===== config.mk =====
export PLATFORM = sky130hd
export DESIGN_NAME = sdio_cmd_resp_tx_flat
export DESIGN_NICKNAME = d
export VERILOG_FILES = /design/src/rtl/sdio_pkg.sv /design/src/rtl/sdio_cmd_resp_tx_if.sv /design/src/rtl/sdio_crc7.sv /design/src/rtl/sdio_cmd_resp_tx.sv /design/src/flat_wrapper.sv
export SDC_FILE = /design/constraint.sdc
export NUM_CORES = 1
export LEC_CHECK = 0
export ABC_CLOCK_PERIOD_IN_PS = 3300
export CORE_MARGIN = 2
export CORE_UTILIZATION = 40
export CTS_CLUSTER_SIZE = 8
export DETAILED_ROUTE_END_ITERATION = 10
export DONT_BUFFER_PORTS = 1
export PLACE_DENSITY = 0.52
export SLEW_MARGIN = 20
export SYNTH_ARGS = -nofsm -noshare
export SYNTH_HDL_FRONTEND = slang
export SYNTH_SLANG_ARGS = --single-unit

===== constraint.sdc =====
create_clock -name clk -period 3.3 [get_ports clk]
set_input_delay 0.495 -clock clk [delete_from_list [all_inputs] [get_ports clk]]
set_output_delay 0.495 -clock clk [all_outputs]
set_load 0.01 [all_outputs]

===== src/rtl/sdio_pkg.sv =====
// Shared SD CMD-line definitions: frame constants, FSM encoding, CRC7 step.
package sdio_pkg;

    localparam int         SD_RESP_LEN  = 48;
    localparam logic [6:0] SD_CRC7_POLY = 7'h09;
    localparam logic [6:0] SD_CRC_R3    = 7'h7F;

    // Common state encoding for the CMD-line sampler and transmitter
    typedef enum logic [1:0] {
        ST_IDLE = 2'd0,
        ST_WAIT = 2'd1,
        ST_SEND = 2'd2
    } sd_state_e;

    // One serial step of CRC7 (x^7 + x^3 + 1), MSB-first data
    function automatic logic [6:0] crc7_next(input logic [6:0] crc, input logic b);
        logic fb;
        fb = b ^ crc[6];
        return {crc[5:0], 1'b0} ^ (fb ? SD_CRC7_POLY : 7'h00);
    endfunction

endpackage


===== src/rtl/sdio_cmd_resp_tx_if.sv =====
// Controller <-> response transmitter bundle.
interface sdio_cmd_resp_tx_if;

    logic        start;
    logic        abort;
    logic [5:0]  resp_cmd;
    logic [31:0] resp_arg;
    logic        crc_en;
    logic        cmd_o;
    logic        cmd_oe;
    logic        busy;
    logic        done;

    modport master (
        output start, abort, resp_cmd, resp_arg, crc_en,
        input  cmd_o, cmd_oe, busy, done
    );

    modport slave (
        input  start, abort, resp_cmd, resp_arg, crc_en,
        output cmd_o, cmd_oe, busy, done
    );

endinterface


===== src/rtl/sdio_crc7.sv =====
// Serial CRC7 accumulator; clr wins over en.
module sdio_crc7
    import sdio_pkg::*;
(
    input  logic       clk,
    input  logic       rst,
    input  logic       i_clr,
    input  logic       i_en,
    input  logic       i_bit,
    output logic [6:0] o_crc
);

    logic [6:0] r_crc;

    // Clear at frame accept, fold in one data bit per enabled cycle
    always_ff @(posedge clk or negedge rst) begin
        if (!rst)
            r_crc <= 7'h00;
        else if (i_clr)
            r_crc <= 7'h00;
        else if (i_en)
            r_crc <= crc7_next(r_crc, i_bit);
    end

    assign o_crc = r_crc;

endmodule


===== src/rtl/sdio_cmd_resp_tx.sv =====
// Card-side SD CMD response serialiser: N_CR gap, then 48-bit frame MSB first.
module sdio_cmd_resp_tx
    import sdio_pkg::*;
#(
    parameter int NCR   = 2,
    parameter int CNT_W = 6
) (
    input  logic              clk,
    input  logic              rst,
    sdio_cmd_resp_tx_if.slave io_if
);

    sd_state_e        r_state, w_state_nx;
    logic [CNT_W-1:0] r_cnt, w_cnt_nx;
    logic [39:0]      r_shift, w_shift_nx;
    logic             r_crc_en, w_crc_en_nx;
    logic             r_cmd_o, w_cmd_o_nx;
    logic             r_cmd_oe, w_cmd_oe_nx;
    logic             r_busy, w_busy_nx;
    logic             r_done, w_done_nx;
    logic             w_crc_clr, w_crc_step;
    logic [2:0]       w_crc_idx;
    logic [6:0]       w_crc;

    // CRC covers exactly the bits leaving the shift register (47..8)
    sdio_crc7 u_crc (
        .clk   (clk),
        .rst   (rst),
        .i_clr (w_crc_clr),
        .i_en  (w_crc_step),
        .i_bit (r_shift[39]),
        .o_crc (w_crc)
    );

    // State register; all pin-facing outputs are registered to keep CMD glitch-free
    always_ff @(posedge clk or negedge rst) begin
        if (!rst) begin
            r_state  <= ST_IDLE;
            r_cnt    <= '0;
            r_shift  <= '0;
            r_crc_en <= 1'b0;
            r_cmd_o  <= 1'b1;
            r_cmd_oe <= 1'b0;
            r_busy   <= 1'b0;
            r_done   <= 1'b0;
        end else begin
            r_state  <= w_state_nx;
            r_cnt    <= w_cnt_nx;
            r_shift  <= w_shift_nx;
            r_crc_en <= w_crc_en_nx;
            r_cmd_o  <= w_cmd_o_nx;
            r_cmd_oe <= w_cmd_oe_nx;
            r_busy   <= w_busy_nx;
            r_done   <= w_done_nx;
        end
    end

    // Next state and next pin values; r_cnt is the gap counter in WAIT and
    // the index of the bit currently on the pins in SEND
    always_comb begin
        w_state_nx  = r_state;
        w_cnt_nx    = r_cnt;
        w_shift_nx  = r_shift;
        w_crc_en_nx = r_crc_en;
        w_cmd_o_nx  = 1'b1;
        w_cmd_oe_nx = 1'b0;
        w_busy_nx   = r_busy;
        w_done_nx   = 1'b0;
        w_crc_clr   = 1'b0;
        w_crc_step  = 1'b0;
        w_crc_idx   = 3'(r_cnt - CNT_W'(2));
        case (r_state)
            ST_IDLE: begin
                w_busy_nx = 1'b0;
                if (io_if.start) begin
                    w_shift_nx  = {2'b00, io_if.resp_cmd, io_if.resp_arg};
                    w_crc_en_nx = io_if.crc_en;
                    w_crc_clr   = 1'b1;
                    w_cnt_nx    = CNT_W'(NCR - 1);
                    w_state_nx  = ST_WAIT;
                    w_busy_nx   = 1'b1;
                end
            end
            ST_WAIT: begin
                if (io_if.abort) begin
                    w_state_nx = ST_IDLE;
                    w_cnt_nx   = '0;
                    w_busy_nx  = 1'b0;
                end else if (r_cnt == '0) begin
                    // start bit goes out with this edge
                    w_state_nx  = ST_SEND;
                    w_cnt_nx    = CNT_W'(SD_RESP_LEN - 1);
                    w_cmd_o_nx  = r_shift[39];
                    w_cmd_oe_nx = 1'b1;
                    w_shift_nx  = {r_shift[38:0], 1'b0};
                    w_crc_step  = 1'b1;
                end else begin
                    w_cnt_nx = r_cnt - CNT_W'(1);
                end
            end
            ST_SEND: begin
                if (io_if.abort) begin
                    w_state_nx = ST_IDLE;
                    w_cnt_nx   = '0;
                    w_busy_nx  = 1'b0;
                end else if (r_cnt == '0) begin
                    // end bit has been on the pins for a cycle: release
                    w_state_nx = ST_IDLE;
                    w_busy_nx  = 1'b0;
                    w_done_nx  = 1'b1;
                end else begin
                    w_cnt_nx    = r_cnt - CNT_W'(1);
                    w_cmd_oe_nx = 1'b1;
                    if (r_cnt >= CNT_W'(9)) begin
                        w_cmd_o_nx = r_shift[39];
                        w_shift_nx = {r_shift[38:0], 1'b0};
                        w_crc_step = 1'b1;
                    end else if (r_cnt >= CNT_W'(2)) begin
                        // next bit is CRC bit (r_cnt-1), i.e. crc[r_cnt-2]
                        w_cmd_o_nx = r_crc_en ? w_crc[w_crc_idx] : SD_CRC_R3[w_crc_idx];
                    end else begin
                        w_cmd_o_nx = 1'b1;
                    end
                end
            end
            default: begin
                w_state_nx = ST_IDLE;
                w_busy_nx  = 1'b0;
            end
        endcase
    end

    assign io_if.cmd_o  = r_cmd_o;
    assign io_if.cmd_oe = r_cmd_oe;
    assign io_if.busy   = r_busy;
    assign io_if.done   = r_done;

endmodule

===== src/flat_wrapper.sv =====
// flat-port wrapper written by rule: the top's interface ports become plain ports
module sdio_cmd_resp_tx_flat import sdio_pkg::*;
#(
    parameter int NCR   = 2,
    parameter int CNT_W = 6
)
  (clk, rst, io_if_start, io_if_abort, io_if_resp_cmd, io_if_resp_arg, io_if_crc_en, io_if_cmd_o, io_if_cmd_oe, io_if_busy, io_if_done);
  sdio_cmd_resp_tx_if io_if_i ();
  input  logic clk;
  input  logic rst;
  input wire logic [$bits(io_if_i.start)-1:0] io_if_start;
  input wire logic [$bits(io_if_i.abort)-1:0] io_if_abort;
  input wire logic [$bits(io_if_i.resp_cmd)-1:0] io_if_resp_cmd;
  input wire logic [$bits(io_if_i.resp_arg)-1:0] io_if_resp_arg;
  input wire logic [$bits(io_if_i.crc_en)-1:0] io_if_crc_en;
  output wire logic [$bits(io_if_i.cmd_o)-1:0] io_if_cmd_o;
  output wire logic [$bits(io_if_i.cmd_oe)-1:0] io_if_cmd_oe;
  output wire logic [$bits(io_if_i.busy)-1:0] io_if_busy;
  output wire logic [$bits(io_if_i.done)-1:0] io_if_done;
  assign io_if_i.start = io_if_start;
  assign io_if_i.abort = io_if_abort;
  assign io_if_i.resp_cmd = io_if_resp_cmd;
  assign io_if_i.resp_arg = io_if_resp_arg;
  assign io_if_i.crc_en = io_if_crc_en;
  assign io_if_cmd_o = io_if_i.cmd_o;
  assign io_if_cmd_oe = io_if_i.cmd_oe;
  assign io_if_busy = io_if_i.busy;
  assign io_if_done = io_if_i.done;
  sdio_cmd_resp_tx #(.NCR(NCR), .CNT_W(CNT_W)) u_core (.clk(clk), .rst(rst), .io_if(io_if_i));
endmodule

==> metrics.txt <==
# TYPE chip_impl_metric gauge
chip_impl_metric{name="route.detailed.wl_per_inst",unit="um"} 16.07
chip_impl_metric{name="ff2ff_setup_slack",unit="ps"} 440
chip_impl_metric{name="final_layout_size_suffix_gt1_share",unit="%"} 24.09
chip_impl_metric{name="finalWorstPathRequiredPeriod",unit="ps"} 2861
chip_impl_metric{name="final.hold.worst_slack",unit="ps"} 8.157
chip_impl_metric{name="antenna-diode-count",unit=""} 0
chip_impl_metric{name="dieArea",unit="mm2"} 0.008694
chip_impl_metric{name="dpl.cell_count",unit=""} 359
chip_impl_info{name="yosys.area.top_type",value="sky130_fd_sc_hd__dfrtp_1"} 1
chip_impl_metric{name="holdBufCountCts",unit=""} 1
chip_impl_info{name="hold_path.class",value="in -> async"} 1
chip_impl_metric{name="max-slew-margin-rel",unit="%"} 49.41
chip_impl_metric{name="timing_max_transition_violations_final",unit=""} 0
chip_impl_metric{name="initial_utilization",unit="%"} 41.22
chip_impl_info{name="worstReg2RegStart",value="u_core.r_cnt[1]"} 1
chip_impl_info{name="cts-root-buf",value="sky130_fd_sc_hd__clkbuf_8"} 1
chip_impl_metric{name="clock_tree.htree_level_count",unit=""} 3
chip_impl_metric{name="gpl.final_weighted_congestion",unit=""} 0.8104
chip_impl_metric{name="layout.cell_area.non_filler",unit="mm2"} 0.003537
chip_impl_info{name="unrepaired_setup_endpoints_after_global_routing",value="no"} 1
chip_impl_metric{name="nets",unit=""} 321
chip_impl_metric{name="post_synth_num_cell_types",unit=""} 40
chip_impl_metric{name="fin_crit_sh",unit="%"} 86.70
chip_impl_info{name="final_cell_mix",value="59 x sky130_fd_sc_hd__dfrtp_1, 39 x sky130_fd_sc_hd__mux2_2, 38 x sky130_fd_sc_hd__mux2_1"} 1
chip_impl_metric{name="maxCapViolations",unit=""} 0
chip_impl_metric{name="power_leakage",unit="nW"} 1.476
chip_impl_metric{name="global_route_total_overflow",unit=""} 0
chip_impl_metric{name="tritoncts_buffer_count",unit=""} 9
chip_impl_metric{name="utilization",unit="%"} 45.77
chip_impl_metric{name="clock_sink_count",unit=""} 60
chip_impl_metric{name="synth.ff_latch_count",unit=""} 60
chip_impl_metric{name="report.final.setup_viol",unit=""} 0
chip_impl_info{name="cp_launch_type",value="flop"} 1
chip_impl_metric{name="grt_antenna_before_repair",unit=""} 0
chip_impl_metric{name="pwr_density_cell",unit="mW/mm2"} 1091
chip_impl_metric{name="power.ir.vdd_worst",unit="uV"} 397.5
chip_impl_metric{name="tightest_slew",unit="ps"} 739.7
chip_impl_metric{name="cts_setup_buffers",unit=""} 0
chip_impl_metric{name="worstPathMaxFanout",unit=""} 40
chip_impl_metric{name="timing.critical_path.required",unit="ps"} 3520
chip_impl_metric{name="firstDrtPassIters",unit=""} 4
chip_impl_info{name="tritoncts",value="yes"} 1
chip_impl_metric{name="post_drt_via_cell_ratio",unit=""} 5.348
chip_impl_metric{name="ant_nets",unit=""} 0
chip_impl_info{name="yosys-top-cells-area",value="sky130_fd_sc_hd__dfrtp_1 46%, sky130_fd_sc_hd__mux2_2 14%, sky130_fd_sc_hd__mux2_1 13%"} 1
chip_impl_metric{name="route.final.wire_length",unit="mm"} 6.044
chip_impl_metric{name="drt-initial-drc-count",unit=""} 63
chip_impl_metric{name="synth_top_area_share",unit="%"} 46.35
chip_impl_metric{name="die-width",unit="um"} 93.24
chip_impl_metric{name="ctsResizeCount",unit=""} 0
chip_impl_metric{name="place_hpwl",unit="mm"} 3.852
chip_impl_metric{name="final.fill_count",unit=""} 720
chip_impl_metric{name="final.setup.tns",unit="ps"} 0
chip_impl_metric{name="placedInstanceArea",unit="mm2"} 0.003294
chip_impl_metric{name="syn-instance-count",unit=""} 266
chip_impl_metric{name="clk-insertion-delay-late",unit="ps"} 340
chip_impl_info{name="r2r_end",value="u_core.r_shift[22]"} 1
chip_impl_metric{name="cp.arrival",unit="ps"} 3080
chip_impl_metric{name="final-instance-count-excl-fill",unit=""} 376
chip_impl_metric{name="path_clk_slew",unit="ps"} 70
chip_impl_metric{name="fraction_of_the_yosys_area_taken_by_sequential_cells",unit="%"} 47.17
chip_impl_metric{name="io-pin-count",unit=""} 47
chip_impl_metric{name="core.rowCount",unit=""} 32
chip_impl_metric{name="grt_pass1_wl",unit="mm"} 10.40
chip_impl_metric{name="first_global_vias",unit=""} 2121
chip_impl_metric{name="final-hold-violation-count",unit=""} 0
chip_impl_metric{name="post_synth.cell_area_avg",unit="um2"} 11.98
chip_impl_metric{name="synth-warning-count",unit=""} 0
chip_impl_metric{name="die-height",unit="um"} 93.24
chip_impl_info{name="endpoint_kind",value="flop"} 1
chip_impl_metric{name="route.vias.total",unit=""} 2011
chip_impl_info{name="run_status",value="finished, final reports clean"} 1
chip_impl_metric{name="max_clock_freq",unit="GHz"} 0.3495
chip_impl_metric{name="clock-skew-final",unit="ps"} 6.783
chip_impl_metric{name="drc",unit=""} 0
chip_impl_info{name="final_common_cell",value="sky130_fd_sc_hd__dfrtp_1"} 1
chip_impl_metric{name="clk_path_buf_depth",unit=""} 2
chip_impl_metric{name="largest_net_degree_at_the_start_of_global_routing",unit=""} 61
chip_impl_metric{name="portBuffers",unit=""} 0
chip_impl_info{name="timing_worst_setup_path_type",value="reg -> reg"} 1
chip_impl_metric{name="globalRouteTotalUtil",unit="%"} 15.45
chip_impl_metric{name="layout-area-overhead-vs-synth",unit="%"} 11.04
chip_impl_metric{name="core-area",unit="mm2"} 0.007727
chip_impl_metric{name="r2r.worst_path.cells",unit=""} 8
chip_impl_metric{name="synthesis.nets",unit=""} 318
chip_impl_metric{name="netlist_area",unit="mm2"} 0.003186
==> Yosys cell counts (all sizes together) <==
library cell   n
o311ai         1
dfstp          1
mux4           1
o32ai          1
buf            4
a21oi          7
nor4           2
nand4          2
nor3b          1
nor3           3
nor2b          3
and2           2
ha             9
a2111oi        1
a311oi         1
a22oi          1
o21bai         1
xnor2          3
mux2i          9
nand3          2
o2bb2ai        2
a21o           2
a211oi         1
mux2          77
or3b           1
o21ai          9
nand4b         1
a21boi         1
a32oi          1
o21a           1
nor2          19
clkbuf        10
nand2         14
inv            8
nand2b         3
o31ai          2
dfrtp         59
==> per-layer routing <==
layer | global-route usage [%] | share of wire (%)
met5 | 0 | 0
met4 | 7.721 | 1.4
met3 | 4.190 | 4.6
met2 | 23.56 | 47
met1 | 20.22 | 47
==> how the worst max path moves through the flow <==
| stage | slack, ps | start | end | cells after the start |
|---|---|---|---|---|
| finish | 440 | u_core.r_cnt[1] | u_core.r_shift[22] | 8 |
| global route | 260 | u_core.r_cnt[1] | u_core.r_shift[13] | 8 |
| CTS | 420 | u_core.r_cnt[1] | u_core.r_shift[3] | 8 |
| detailed placement | 470 | u_core.r_cnt[1] | u_core.r_shift[15] | 8 |
| global placement | 500 | u_core.r_cnt[1] | u_core.r_shift[25] | 8 |
| floorplan | 870 | u_core.r_cnt[1] | u_core.r_shift[10] | 8 |
==> worst max-delay path, cell delays in order, from the launching register on <==
cell and delay [ps]:
sky130_fd_sc_hd__dfrtp_1 460, sky130_fd_sc_hd__inv_1 160, sky130_fd_sc_hd__ha_1 220, sky130_fd_sc_hd__or3b_1 380
sky130_fd_sc_hd__a21boi_2 220, sky130_fd_sc_hd__a2111oi_0 140, sky130_fd_sc_hd__o31ai_4 260, sky130_fd_sc_hd__buf_4 480
sky130_fd_sc_hd__mux2_1 380
==> registers in the layout (all words and copies together) (netlist names) <==
register,count
u_core.io_if.cmd_o,1
u_core.u_crc.o_crc,7
u_core.r_shift,40
u_core.io_if.done,1
u_core.io_if.cmd_oe,1
u_core.r_cnt,6
u_core.r_crc_en,1
u_core.io_if.busy,1
u_core.r_state,2
==> power by group <==
part           internal, W  total (W)  switching [W]
clock network     0.000422   0.000735       0.000313
registers          0.00107    0.00125       0.000182
logic             0.000976    0.00187       0.000894
total              0.00247    0.00386        0.00139
==> logic make-up (layout without fill, tap and decap cells) <==
group                    count (synthesis)  in the layout  synth area share (%)
multiplexers                            87             87                 30.75
flip-flops                              60             60                 47.17
AND/OR/NAND/NOR                         53             53                 7.816
AO/OA/AOI/OAI                           32             32                 6.835
buffers and inverters                   22             30                 3.064
adder cells (fa/ha/maj)                  9              9                 3.535
XOR/XNOR                                 3              3                0.8250
==> metrics by stage <==
| stage | worst slack (ps) | total power [W] |
|---|---|---|
| floorplan | 872.7 | 0.002816 |
| global placement | 495.3 | 0.003119 |
| detailed placement | 470.7 | 0.003147 |
| CTS | 418.8 | 0.003916 |
| global route | 257.5 | 0.004177 |
| finish | 438.9 | 0.003858 |
==> final cells by class <==
cell class                 count  area, um2  area share [%]
clock buffer                   9      123.9           3.502
clock inverter                 7      91.34           2.582
inverter                       8      30.03          0.8490
multi-input combinational    184       1597           45.14
sequential                    60       1503           42.48
tap                          102      127.6           3.608
timing repair buffer           6      65.06           1.839
Note: power is estimated with default switching activity, not from simulation.
